<file path="src/rtl/rom_arbiter_pkg.sv">
// ============================================================================
// Module  : rom_arbiter_pkg
// Purpose : Shared constants, types and helpers for the ROM arbiter slice.
//           Holds the default ROM depth, FSM state codes, owner codes and
//           the address-legality helper used when a grant is issued.
// Config  : ROM_SIZE_WORDS is the default ROM depth in 32-bit words.
//           ROM_ARB_RR_EN selects round-robin arbitration in rom_arbiter
//           (not used in this file).
// Revision: 1.0 - initial release
// ============================================================================
`default_nettype none

package rom_arbiter_pkg;

    localparam int unsigned ROM_SIZE_WORDS = 1024;

    // Arbiter FSM state codes
    localparam logic [0:0] ARB_IDLE = 1'b0;
    localparam logic [0:0] ARB_BUSY = 1'b1;

    // Owner of the access currently in flight
    localparam logic [1:0] ARB_OWN_NONE = 2'd0;
    localparam logic [1:0] ARB_OWN_IF   = 2'd1;
    localparam logic [1:0] ARB_OWN_LS   = 2'd2;

    // Everything that has to be remembered about the access in flight.
    // The request payload itself is not kept: requesters hold it until ready.
    typedef struct packed {
        logic [1:0] owner;
        logic       err;    // access was rejected, ROM was never touched
    } arb_inflight_t;

    // A byte address is serviceable when it is word aligned and inside the ROM.
    // The compare is done at 34 bits so 4*words cannot wrap.
    function automatic logic addr_legal(input logic [31:0] addr,
                                        input int unsigned words);
        logic [33:0] limit;
        limit = 34'(words) << 2;
        return (addr[1:0] == 2'b00) && ({2'b00, addr} < limit);
    endfunction

endpackage

`default_nettype wire

</file>
<file path="src/rtl/rom_arbiter_if.sv">
// ============================================================================
// Module  : rom_arbiter_if
// Purpose : One requester channel of the ROM arbiter: a valid/ready request
//           carrying a byte address, and a single-cycle response strobe with
//           read data and an error flag (no backpressure on the response).
// Ports   : req_valid  requester -> arbiter  request pending
//           req_addr   requester -> arbiter  byte address (stable until ready)
//           req_ready  arbiter -> requester  request granted this cycle
//           resp_valid arbiter -> requester  response strobe (1 cycle)
//           resp_data  arbiter -> requester  read data (0 on error)
//           resp_err   arbiter -> requester  out of range / misaligned
// Modports: master = requester side, slave = arbiter side.
// Revision: 1.0 - initial release
// ============================================================================
`default_nettype none

interface rom_arbiter_if;

  logic        req_valid;
  logic [31:0] req_addr;
  logic        req_ready;
  logic        resp_valid;
  logic [31:0] resp_data;
  logic        resp_err;

  modport master (
    output req_valid,
    output req_addr,
    input  req_ready,
    input  resp_valid,
    input  resp_data,
    input  resp_err
  );

  modport slave (
    input  req_valid,
    input  req_addr,
    output req_ready,
    output resp_valid,
    output resp_data,
    output resp_err
  );

endinterface

`default_nettype wire

</file>
<file path="src/rtl/rom_arb_pick.sv">
// ============================================================================
// Module  : rom_arb_pick
// Purpose : Two-way combinational picker. Turns the two request valids plus
//           a preference bit into a one-hot (or all-zero) grant vector.
//           On contention the preferred side wins; otherwise whoever is
//           valid wins. Both grants are never high together.
// Ports   : valid_if   in   IF request pending
//           valid_ls   in   LS request pending
//           favour_ls  in   1 = LS wins a tie, 0 = IF wins a tie
//           grant_if   out  IF selected
//           grant_ls   out  LS selected
// Revision: 1.0 - initial release
// ============================================================================
`default_nettype none

module rom_arb_pick (
  input  wire logic valid_if,
  input  wire logic valid_ls,
  input  wire logic favour_ls,
  output logic      grant_if,
  output logic      grant_ls
);

  always_comb begin
    grant_if = 1'b0;
    grant_ls = 1'b0;
    if (valid_if && valid_ls) begin
      grant_ls = favour_ls;
      grant_if = !favour_ls;
    end else begin
      grant_if = valid_if;
      grant_ls = valid_ls;
    end
  end

endmodule

`default_nettype wire

</file>
<file path="src/rtl/rom_arbiter.sv">
// ============================================================================
// Module  : rom_arbiter
// Purpose : Shares the single-port boot/instruction ROM between instruction
//           fetch (IF) and load/store (LS). One ROM access per grant, the
//           1-cycle ROM response is routed back to the owner, and illegal
//           addresses (out of range or misaligned) are answered with an
//           error response without touching the ROM.
// Ports   : clk         in   clock, all state on posedge
//           rst         in   synchronous active-high reset
//           if_port     slave channel for instruction fetch
//           ls_port     slave channel for load/store
//           rom_req     out  ROM access strobe
//           rom_addr    out  ROM byte address (0 when no access)
//           rom_rdata   in   ROM read data
//           rom_rvalid  in   ROM read data valid
// Params  : ROM_WORDS   ROM depth in 32-bit words (default from ROM_SIZE)
// Config  : ROM_ARB_RR_EN defined   -> round-robin on contention
//           ROM_ARB_RR_EN undefined -> fixed priority, LS beats IF
// Revision: 1.0 - initial release
// ============================================================================
`default_nettype none

module rom_arbiter
  import rom_arbiter_pkg::*;
#(
  parameter int unsigned ROM_WORDS = ROM_SIZE_WORDS
) (
  input  wire logic        clk,
  input  wire logic        rst,
  rom_arbiter_if.slave     if_port,
  rom_arbiter_if.slave     ls_port,
  output logic             rom_req,
  output logic [31:0]      rom_addr,
  input  wire logic [31:0] rom_rdata,
  input  wire logic        rom_rvalid
);

  // --------------------------------------------------------------------------
  // State
  // --------------------------------------------------------------------------
  logic [0:0]    state_q, state_d;
  arb_inflight_t fl_q, fl_d;

  logic          favour_ls;
  logic          resp_back;
  logic          grant_en;
  logic          pick_if, pick_ls;
  logic          grant_if, grant_ls;
  logic          win_any;
  logic [31:0]   win_addr;
  logic          win_legal;

  // The in-flight access completes this cycle. A rejected access always
  // completes after one cycle; a ROM access completes on rom_rvalid. If the
  // ROM fails to answer we stay BUSY and refuse new grants.
  assign resp_back = (state_q == ARB_BUSY) && (fl_q.err || rom_rvalid);

  // The port can take a new request when it is free or frees up this cycle,
  // which is what gives one response per cycle on back-to-back grants.
  assign grant_en = !rst && ((state_q == ARB_IDLE) || resp_back);

  // --------------------------------------------------------------------------
  // Arbitration
  // --------------------------------------------------------------------------
`ifdef ROM_ARB_RR_EN
  // Preference goes to the requester that did not win the last handshake.
  logic favour_ls_q;

  always_ff @(posedge clk) begin
    if (rst) begin
      favour_ls_q <= 1'b1;
    end else if (win_any) begin
      favour_ls_q <= grant_if;
    end
  end

  assign favour_ls = favour_ls_q;
`else
  assign favour_ls = 1'b1;
`endif

  rom_arb_pick u_pick (
    .valid_if  (if_port.req_valid),
    .valid_ls  (ls_port.req_valid),
    .favour_ls (favour_ls),
    .grant_if  (pick_if),
    .grant_ls  (pick_ls)
  );

  assign grant_if = grant_en && pick_if;
  assign grant_ls = grant_en && pick_ls;

  // A grant is only given to a valid requester, so ready == handshake.
  assign if_port.req_ready = grant_if;
  assign ls_port.req_ready = grant_ls;

  assign win_any   = grant_if || grant_ls;
  assign win_addr  = grant_ls ? ls_port.req_addr : if_port.req_addr;
  assign win_legal = addr_legal(win_addr, ROM_WORDS);

  // --------------------------------------------------------------------------
  // ROM request: issued in the grant cycle straight from the winner's
  // address. Illegal addresses never reach the ROM.
  // --------------------------------------------------------------------------
  assign rom_req  = win_any && win_legal;
  assign rom_addr = rom_req ? win_addr : 32'h0;

  // --------------------------------------------------------------------------
  // Next-state logic
  // --------------------------------------------------------------------------
  always_comb begin
    state_d = state_q;
    fl_d    = fl_q;
    if (win_any) begin
      state_d  = ARB_BUSY;
      fl_d.owner = grant_ls ? ARB_OWN_LS : ARB_OWN_IF;
      fl_d.err   = !win_legal;
    end else if ((state_q == ARB_IDLE) || resp_back) begin
      state_d    = ARB_IDLE;
      fl_d.owner = ARB_OWN_NONE;
      fl_d.err   = 1'b0;
    end
  end

  always_ff @(posedge clk) begin
    if (rst) begin
      state_q    <= ARB_IDLE;
      fl_q.owner <= ARB_OWN_NONE;
      fl_q.err   <= 1'b0;
    end else begin
      state_q <= state_d;
      fl_q    <= fl_d;
    end
  end

  // --------------------------------------------------------------------------
  // Response routing. Combinational from the ROM outputs so latency stays at
  // one cycle. Gated by rst so an access issued just before reset produces
  // nothing; with owner NONE a stray rom_rvalid is ignored.
  // --------------------------------------------------------------------------
  logic        rsp_valid;
  logic [31:0] rsp_data;
  logic        rsp_err;
  logic        rsp_to_if, rsp_to_ls;

  always_comb begin
    rsp_valid = 1'b0;
    rsp_data  = 32'h0;
    rsp_err   = 1'b0;
    if (fl_q.err) begin
      rsp_valid = 1'b1;
    end else begin
      rsp_valid = rom_rvalid;
      rsp_data  = rom_rdata;
    end
    rsp_err = fl_q.err;
  end

  assign rsp_to_if = !rst && (state_q == ARB_BUSY) && (fl_q.owner == ARB_OWN_IF);
  assign rsp_to_ls = !rst && (state_q == ARB_BUSY) && (fl_q.owner == ARB_OWN_LS);

  assign if_port.resp_valid = rsp_to_if && rsp_valid;
  assign if_port.resp_data  = rsp_to_if ? rsp_data : 32'h0;
  assign if_port.resp_err   = rsp_to_if && rsp_err;

  assign ls_port.resp_valid = rsp_to_ls && rsp_valid;
  assign ls_port.resp_data  = rsp_to_ls ? rsp_data : 32'h0;
  assign ls_port.resp_err   = rsp_to_ls && rsp_err;

endmodule

`default_nettype wire

</file>
<file path="src/flat_wrapper.sv">
// flat-port wrapper written by rule: the top's interface ports become plain ports
module rom_arbiter_flat import rom_arbiter_pkg::*;
#(
  parameter int unsigned ROM_WORDS = ROM_SIZE_WORDS
)
  (clk, rst, rom_req, rom_addr, rom_rdata, rom_rvalid, if_port_req_valid, if_port_req_addr, if_port_req_ready, if_port_resp_valid, if_port_resp_data, if_port_resp_err, ls_port_req_valid, ls_port_req_addr, ls_port_req_ready, ls_port_resp_valid, ls_port_resp_data, ls_port_resp_err);
  rom_arbiter_if if_port_i ();
  rom_arbiter_if ls_port_i ();
  input  wire logic clk;
  input  wire logic rst;
  output logic rom_req;
  output logic [31:0] rom_addr;
  input  wire logic [31:0] rom_rdata;
  input  wire logic rom_rvalid;
  input wire logic [$bits(if_port_i.req_valid)-1:0] if_port_req_valid;
  input wire logic [$bits(if_port_i.req_addr)-1:0] if_port_req_addr;
  output wire logic [$bits(if_port_i.req_ready)-1:0] if_port_req_ready;
  output wire logic [$bits(if_port_i.resp_valid)-1:0] if_port_resp_valid;
  output wire logic [$bits(if_port_i.resp_data)-1:0] if_port_resp_data;
  output wire logic [$bits(if_port_i.resp_err)-1:0] if_port_resp_err;
  input wire logic [$bits(ls_port_i.req_valid)-1:0] ls_port_req_valid;
  input wire logic [$bits(ls_port_i.req_addr)-1:0] ls_port_req_addr;
  output wire logic [$bits(ls_port_i.req_ready)-1:0] ls_port_req_ready;
  output wire logic [$bits(ls_port_i.resp_valid)-1:0] ls_port_resp_valid;
  output wire logic [$bits(ls_port_i.resp_data)-1:0] ls_port_resp_data;
  output wire logic [$bits(ls_port_i.resp_err)-1:0] ls_port_resp_err;
  assign if_port_i.req_valid = if_port_req_valid;
  assign if_port_i.req_addr = if_port_req_addr;
  assign if_port_req_ready = if_port_i.req_ready;
  assign if_port_resp_valid = if_port_i.resp_valid;
  assign if_port_resp_data = if_port_i.resp_data;
  assign if_port_resp_err = if_port_i.resp_err;
  assign ls_port_i.req_valid = ls_port_req_valid;
  assign ls_port_i.req_addr = ls_port_req_addr;
  assign ls_port_req_ready = ls_port_i.req_ready;
  assign ls_port_resp_valid = ls_port_i.resp_valid;
  assign ls_port_resp_data = ls_port_i.resp_data;
  assign ls_port_resp_err = ls_port_i.resp_err;
  rom_arbiter #(.ROM_WORDS(ROM_WORDS)) u_core (.clk(clk), .rst(rst), .if_port(if_port_i), .ls_port(ls_port_i), .rom_req(rom_req), .rom_addr(rom_addr), .rom_rdata(rom_rdata), .rom_rvalid(rom_rvalid));
endmodule
</file>
<file path="config.mk">
export PLATFORM = sky130hd
export DESIGN_NAME = rom_arbiter_flat
export DESIGN_NICKNAME = d
export VERILOG_FILES = /design/src/rtl/rom_arbiter_pkg.sv /design/src/rtl/rom_arbiter_if.sv /design/src/rtl/rom_arb_pick.sv /design/src/rtl/rom_arbiter.sv /design/src/flat_wrapper.sv
export SDC_FILE = /design/constraint.sdc
export NUM_CORES = 1
export LEC_CHECK = 0
export BUFFER_PORTS_ARGS = -buffer_cell sky130_fd_sc_hd__buf_2
export CAP_MARGIN = 20
export CORE_AREA = 5 5 77 79
export CTS_BUF_LIST = sky130_fd_sc_hd__clkbuf_8
export CTS_CLUSTER_DIAMETER = 80
export CTS_CLUSTER_SIZE = 25
export DETAILED_ROUTE_END_ITERATION = 12
export DIE_AREA = 0 0 82 84
export GPL_TIMING_DRIVEN = 0
export PLACE_DENSITY_LB_ADDON = 0.25
export SLEW_MARGIN = 5
export SYNTH_ARGS = -nofsm -noshare
export SYNTH_HDL_FRONTEND = slang
export SYNTH_SLANG_ARGS = --single-unit
export TNS_END_PERCENT = 50
</file>
<file path="constraint.sdc">
create_clock -name clk -period 2.26 [get_ports clk]
set_input_delay 0.113 -clock clk [delete_from_list [all_inputs] [get_ports clk]]
set_output_delay 0.113 -clock clk [all_outputs]
set_load 0.01 [all_outputs]
</file>
==> out/summary.txt, run 1 <==
Run status = complete, no violations
Largest net degree at the start of global routing = 11
DRT iter0 DRCs = 52
Sequential share of the synthesized area = 6.84%
Post-synth top area share = 22.8%
Num rows = 27
Setup crit end = rom_addr[5]
TritonCTS clock tree = built
Die Y = 84 um
CTS sink count = 4
WHS = 157 ps
Clk network pwr share = 32.0%
Share of cells above drive strength 1 = 54.2%
Endpoints failing hold = 0
Syn Inst Count = 214
Number of distinct library cells after synthesis = 28
PostCTS Resize Cnt = 0
Hold WC Path Type = primary input to flop
Later-pin clock latency in the skew report = 210 ps
Fin crit period = 1840 ps
Starting Density = 22.2%
Mean post-synth cell area = 5.47 um^2
Reg-to-Reg End = u_core.rsp_err
Initial antenna violation count = 0
Number of synthesized register bits = 4
Root Buffer = clkbuf_8
Gpl congestion = 0.754
P&R area growth vs syn = 95.4%
CP max FO = 10
Ant. Diodes = 0
Num CTS Buffers = 3
DRC = 0
Post-Syn Area = 1170 um^2
First-pass GRT wire length = 8500 um
Main flop type after synthesis = dfxtp_1
DIE AREA = 6890 um^2
Area contributors post-synth = nor2_1 (23%), buf_4 (14%), nand2_1 (12%), a21boi_2 (9.6%), nand3_1 (8.6%)
IO buf count = 181
ANT nets after route = 0
Die width = 82 um
Setup Skew = 0.276 ps
Number of buffers inserted by post-CTS setup repair = 0
Crit path launch = u_core.rsp_err
Maxcap violations = 0
Max Clk Rate = 545 MHz
Max VDD drop = 255 uV
Reg clk slew, reported paths = 30 ps
Reg power frac = 17.1%
CTS H-tree lvls = 1
Pwr per Cell Area = 202 nW/um^2
Slew Viols, Final = 0
Syn. warnings = 0
GRT Util Overall = 15.1%
Number of I/O pins = 204
Worst r2r src = u_core.rsp_err
Crit path kind = flop to output port
Switching power = 0.155 mW
Pre-antenna DRT Iters = 4
Leak pwr = 1.38 nW
FF-to-FF path depth = 4
Routed WL = 5690 um
Grt ovf = 0
Final setup fails = 0
Startpoint types = flop
CORE AREA = 5270 um^2
Crit. End Element = output port
Post-synth top area cell = nor2_1
Nets = 522
Cts hold-fix bufs = 0
Via count = 2055
Hpwl dp = 5030 um
Switching part of the total = 33.4%
Vias in the first global route = 1908
Vias per cell = 4.19
P_int = 0.308 mW
Post-synth EDFFs = 0
Worst endpoint required time = 2150 ps
RSZ-0062 raised after global routing = false
Filler instances = 582
Asr flop ratio synth = 0%
Clock Tree Buf Depth = 2
Setup TNS = 0 ps
Fin crit share = 81.2%
Reg-to-reg slack, setup = 1070 ps
WP data arrival = 1720 ps
Combinational Power Share = 50.9%
Wire per inst = 11.6 um
## power groups by stage
stage,clock [mW],combinational [mW],sequential [mW]
floorplan,0,0.122,0.0791
global placement,0,0.231,0.0798
detailed placement,0,0.234,0.0800
CTS,0.153,0.235,0.0790
global route,0.161,0.265,0.0796
finish,0.148,0.235,0.0791
## worst min-delay path by stage
stage | from | to | slack (ps) | cells past startpoint
floorplan | rst | u_core.fl_q[2] | 180 | 1
global placement | rst | u_core.fl_q[2] | 380 | 2
detailed placement | rst | u_core.state_q | 380 | 2
CTS | rst | u_core.state_q | 150 | 2
global route | rst | u_core.fl_q[1] | 170 | 2
finish | rst | u_core.state_q | 160 | 2
## per-stage QoR
step           cell area (um^2)  setup slack, ps  power, mW  std cells  utilization, %
6_report                   2290              424      0.463        491            43.4
5_1_grt                    2290              260      0.506        491            43.4
4_1_cts                    2290              414      0.467        491            43.4
3_5_place_dp               2240              649      0.314        488            42.6
3_3_place_gp               2240              651      0.311        488            42.6
2_1_floorplan              1250              882      0.201        235               -
## per-layer routing
layer  up-vias  routed length [um]  track usage [%]
li1       1067                   -                -
met1       874                2080             16.6
met2       110                2980             29.3
met3         4                 602             2.70
met4         0                  26             2.72
met5         -                   0                0
## cell usage in the layout (no fill, tap or decap), drive strengths merged
cell type,synthesis,final
nand2,37,37
nand3b,2,2
nor2,71,71
nor4,8,8
or3b,1,1
a21oi,4,4
nor4b,1,1
nor3,5,5
inv,1,1
nand3,20,20
nand2b,1,1
o211ai,1,1
nor2b,4,4
and4,2,2
clkinv,1,1
buf,27,208
nor3b,1,1
or3,1,1
a21boi,11,11
dfxtp,4,4
conb,1,22
clkbuf,9,12
nand4,1,1
## critical path: stages (launching register included)
cell      delay, ps
dfxtp_1         330
nor3b_2         340
o211ai_1        200
a21oi_2         190
buf_6           150
a21boi_2        150
buf_2           140
## final cells by class
class | instances | area (um^2) | area share, %
clock buffers | 3 | 41.3 | 1.81
repair buffers | 181 | 906 | 39.6
plain buffers | 36 | 230 | 10.1
flip-flops and latches | 4 | 80.1 | 3.50
well taps | 72 | 90.1 | 3.94
multi-input cells | 193 | 931 | 40.7
inverters | 2 | 7.51 | 0.328
## cell families after synthesis
logic type	after synthesis	share of synthesized area, %
AOI/OAI and AO/OA	16	12.9
buffers and inverters	38	20.3
DFF	4	6.85
other	1	0.321
and+or+nand+nor	155	59.6
## cell usage after synthesis, types with 2 or more instances
library cell	count
nor3_1	5
nor2b_1	4
nor4_1	8
nor2_1	71
a21oi_1	3
buf_2	4
nand3b_1	2
buf_4	22
nand2_1	36
nand3_1	20
a21boi_2	10
and4_1	2
dfxtp_1	4
clkbuf_1	9
## flip-flops by register name, indices dropped and copies added, names as in the netlist
register	flops
u_core.state_q	1
u_core.rsp_err	1
u_core.fl_q	2
(Power assumes the default switching activity.)
==> run 2, diff against run 1 <==
--- a/config.mk
+++ b/config.mk
@@ -5,14 +5,15 @@
 export SDC_FILE = /design/constraint.sdc
 export NUM_CORES = 1
 export LEC_CHECK = 0
+export ABC_AREA = 1
 export BUFFER_PORTS_ARGS = -buffer_cell sky130_fd_sc_hd__buf_2
 export CAP_MARGIN = 20
-export CORE_AREA = 5 5 77 79
+export CORE_MARGIN = 5
+export CORE_UTILIZATION = 33
 export CTS_BUF_LIST = sky130_fd_sc_hd__clkbuf_8
 export CTS_CLUSTER_DIAMETER = 80
 export CTS_CLUSTER_SIZE = 25
 export DETAILED_ROUTE_END_ITERATION = 12
-export DIE_AREA = 0 0 82 84
 export GPL_TIMING_DRIVEN = 0
 export PLACE_DENSITY_LB_ADDON = 0.25
 export SLEW_MARGIN = 5
==> constraint.sdc (replaced) <==
create_clock -name clk -period 1.75 [get_ports clk]
set_input_delay 0.0875 -clock clk [delete_from_list [all_inputs] [get_ports clk]]
set_output_delay 0.0875 -clock clk [all_outputs]
set_load 0.01 [all_outputs]
==> run 2 against run 1 <==
- the flow now finishes with violations (setup timing)
- worst hold slack worse by 40 ps
- critical path depth up 7
- clock skew up 0.98 ps
- critical endpoint unchanged
==> out/summary.txt, run 2 <==
Run status = finished with violations (was complete, no violations)
Failing checks = setup timing
Num CTS Buffers = 3 (unchanged)
WP data arrival = 1890 ps (was 1720 ps)
Setup Skew = 1.25 ps (was 0.276 ps)
Final setup fails = 11 (was 0)
Syn. warnings = 0 (unchanged)
Post-Syn Area = 1580 um^2 (was 1170 um^2)
DRT iter0 DRCs = 39 (was 52)
Vias in the first global route = 2315 (was 1908)
Reg with most FFs = u_core.fl_q (unchanged)
P_int = 0.448 mW (was 0.308 mW)
Grt ovf = 0 (unchanged)
Initial antenna violation count = 0 (unchanged)
Wire per inst = 11.2 um (was 11.6 um)
Maxcap violations = 0 (unchanged)
Post-synth EDFFs = 0 (unchanged)
Placed insts = 579 (was 488)
Pwr per Cell Area = 259 nW/um^2 (was 202 nW/um^2)
Ant. Diodes = 0 (unchanged)
Commonest non-fill, non-tap cell in the layout = buf_2 (unchanged)
Post-synth top area cell = nor3_1 (was nor2_1)
DIE AREA = 6270 um^2 (was 6890 um^2)
Switching part of the total = 39.2% (was 33.4%)
First-pass GRT wire length = 10200 um (was 8500 um)
Max VDD drop = 236 uV (was 255 uV)
Layout Cells excl Fill = 593 (was 491)
DRC = 0 (unchanged)
Endpoints failing hold = 0 (unchanged)
Syn Inst Count = 324 (was 214)
Cts hold-fix bufs = 0 (unchanged)
CORE AREA = 4690 um^2 (was 5270 um^2)
Hold WC Path Type = primary input to flop (unchanged)
Reg clk slew, reported paths = 30 ps (about the same)
Number of synthesized register bits = 4 (unchanged)
Sequential share of the synthesized area = 5.07% (was 6.84%)
Mean post-synth cell area = 4.87 um^2 (was 5.47 um^2)
Crit path kind = flop to output port (unchanged)
Nets = 642 (was 522)
CTS sink count = 4 (unchanged)
Combinational Power Share = 60.1% (was 50.9%)
Number of I/O pins = 204 (unchanged)
Startpoint types = flop (unchanged)
Setup WS post-layout = -232 ps (was 424 ps)
Later-pin clock latency in the skew report = 210 ps (about the same)
Gpl congestion = 0.789 (was 0.754)
Leak pwr = 2.01 nW (was 1.38 nW)
IO buf count = 180 (was 181)
Die Y = 79.2 um (was 84 um)
Pre-antenna DRT Iters = 6 (was 4)
TritonCTS clock tree = built (unchanged)
Share of the core filled with cells = 60.7% (was 43.4%)
Num rows = 25 (was 27)
CTS H-tree lvls = 1 (unchanged)
Routed WL = 6660 um (was 5690 um)
Fin crit period = 1980 ps
P&R area growth vs syn = 80.3% (was 95.4%)
Root Buffer = clkbuf_8 (unchanged)
Die width = 79.2 um (was 82 um)
Top-count cell post-synth = nand2_1 (was nor2_1)
Largest net degree at the start of global routing = 11 (unchanged)
Synth top cells by count = nand2_1 (82), inv_1 (70), nor3_1 (65) (was nor2_1 (71), nand2_1 (36), buf_4 (22))
Area contributors post-synth = nor3_1 (21%), nand2_1 (19%), inv_1 (17%), buf_4 (10%), nand4_1 (5.5%) (was nor2_1 (23%), buf_4 (14%), nand2_1 (12%), a21boi_2 (9.6%), nand3_1 (8.6%))
Max Clk Rate = 505 MHz
Reg power frac = 13.9% (was 17.1%)
Commonest non-fill, non-tap cells in the layout = buf_2 (187), nand2_1 (78), inv_1 (69) (was buf_2 (185), nor2_1 (71), nand2_1 (36))
RSZ-0062 raised after global routing = true (was false)
Hpwl dp = 5670 um (was 5030 um)
Fin crit share = 113%
Clock Tree Buf Depth = 2 (unchanged)
Worst endpoint required time = 1660 ps (was 2150 ps)
ANT nets after route = 0 (unchanged)
GRT Util Overall = 19.5% (was 15.1%)
Via count = 2566 (was 2055)
Number of distinct library cells after synthesis = 22 (was 28)
Setup TNS = -2440 ps (was 0 ps)
Starting Density = 33.7% (was 22.2%)
Main flop type after synthesis = dfxtp_1 (unchanged)
Asr flop ratio synth = 0% (unchanged)
Share of cells above drive strength 1 = 48.1% (was 54.2%)
Vias per cell = 4.33 (was 4.19)
Clk network pwr share = 25.9% (was 32.0%)
Post-synth top area share = 20.6% (was 22.8%)
Crit. End Element = output port (unchanged)
Max reg flops = 2 (unchanged)
CP max FO = 5 (was 10)
Slew Viols, Final = 0 (unchanged)
Switching power = 0.289 mW (was 0.155 mW)
[run 2: power by group through the flow]
stage	clock [mW]	sequential (mW)	combinational (mW)
5_1_grt	0.204	0.103	0.504
3_3_place_gp	0	0.104	0.407
6_report	0.191	0.103	0.444
2_1_floorplan	0	0.103	0.260
3_5_place_dp	0	0.105	0.412
4_1_cts	0.197	0.103	0.432
[run 2: stage by stage]
step	total power [mW]	cell area (um^2)	setup slack, ps	hold WS, ps
2_1_floorplan	0.363	1660	107	157
3_3_place_gp	0.511	2630	-192	329
3_5_place_dp	0.516	2630	-206	335
4_1_cts	0.731	2780	-240	109
5_1_grt	0.812	2850	-407	116
6_report	0.737	2850	-232	117
[run 2: final timing paths]
| check | startpoint | end | slack, ps | cells after the start |
|---|---|---|---|---|
| max | u_core.rsp_err | rom_addr[5] | -230 | 13 |
| min | rst | u_core.fl_q[1] | 120 | 2 |
| max reg2reg | u_core.rsp_err | u_core.rsp_err | 270 | 11 |
| min reg2reg | u_core.fl_q[1] | u_core.fl_q[1] | 500 | 2 |
[run 2: layout make-up]
cell class,count,area (um^2)
sequential,4,83.8
clock buffer,3,41.3
timing repair buffer,190,1010
tap,54,67.6
fill,492,1840
multi-input combinational,226,1090
inverter,72,270
buffer,44,292
[run 2: kinds of logic after synthesis]
| kind of cell | count (synthesis) | synth area share (%) |
|---|---|---|
| AOI/OAI and AO/OA | 7 | 2.38 |
| other | 1 | 0.237 |
| and+or+nand+nor | 196 | 57.8 |
| buffers and inverters | 116 | 34.5 |
| DFF | 4 | 5.07 |
[run 2: metal layers]
metal	GRT usage, %	routed length [um]	vias to the layer above
met5	0	0	-
met3	4.42	638	10
met2	38.0	3580	118
met1	20.8	2330	1054
met4	5.15	110	0
li1	-	-	1384
[run 2: worst max-delay path, stage by stage, from the launching register on]
cell	delay (ps)
dfxtp_4	350
nor2_4	40
nand2_4	80
nand3_4	110
buf_6	160
nand2_1	50
nand2_1	50
nor2_1	110
nand3_1	100
nor2_2	140
nand3_2	120
buf_6	160
nor2_2	60
buf_2	140
[run 2: timing repair]
item	CTS	global route
pin swaps	5	1
buffers inserted	7	1
gates resized for setup	15	31
gates cloned	3	0
endpoints found under the setup margin	15	73
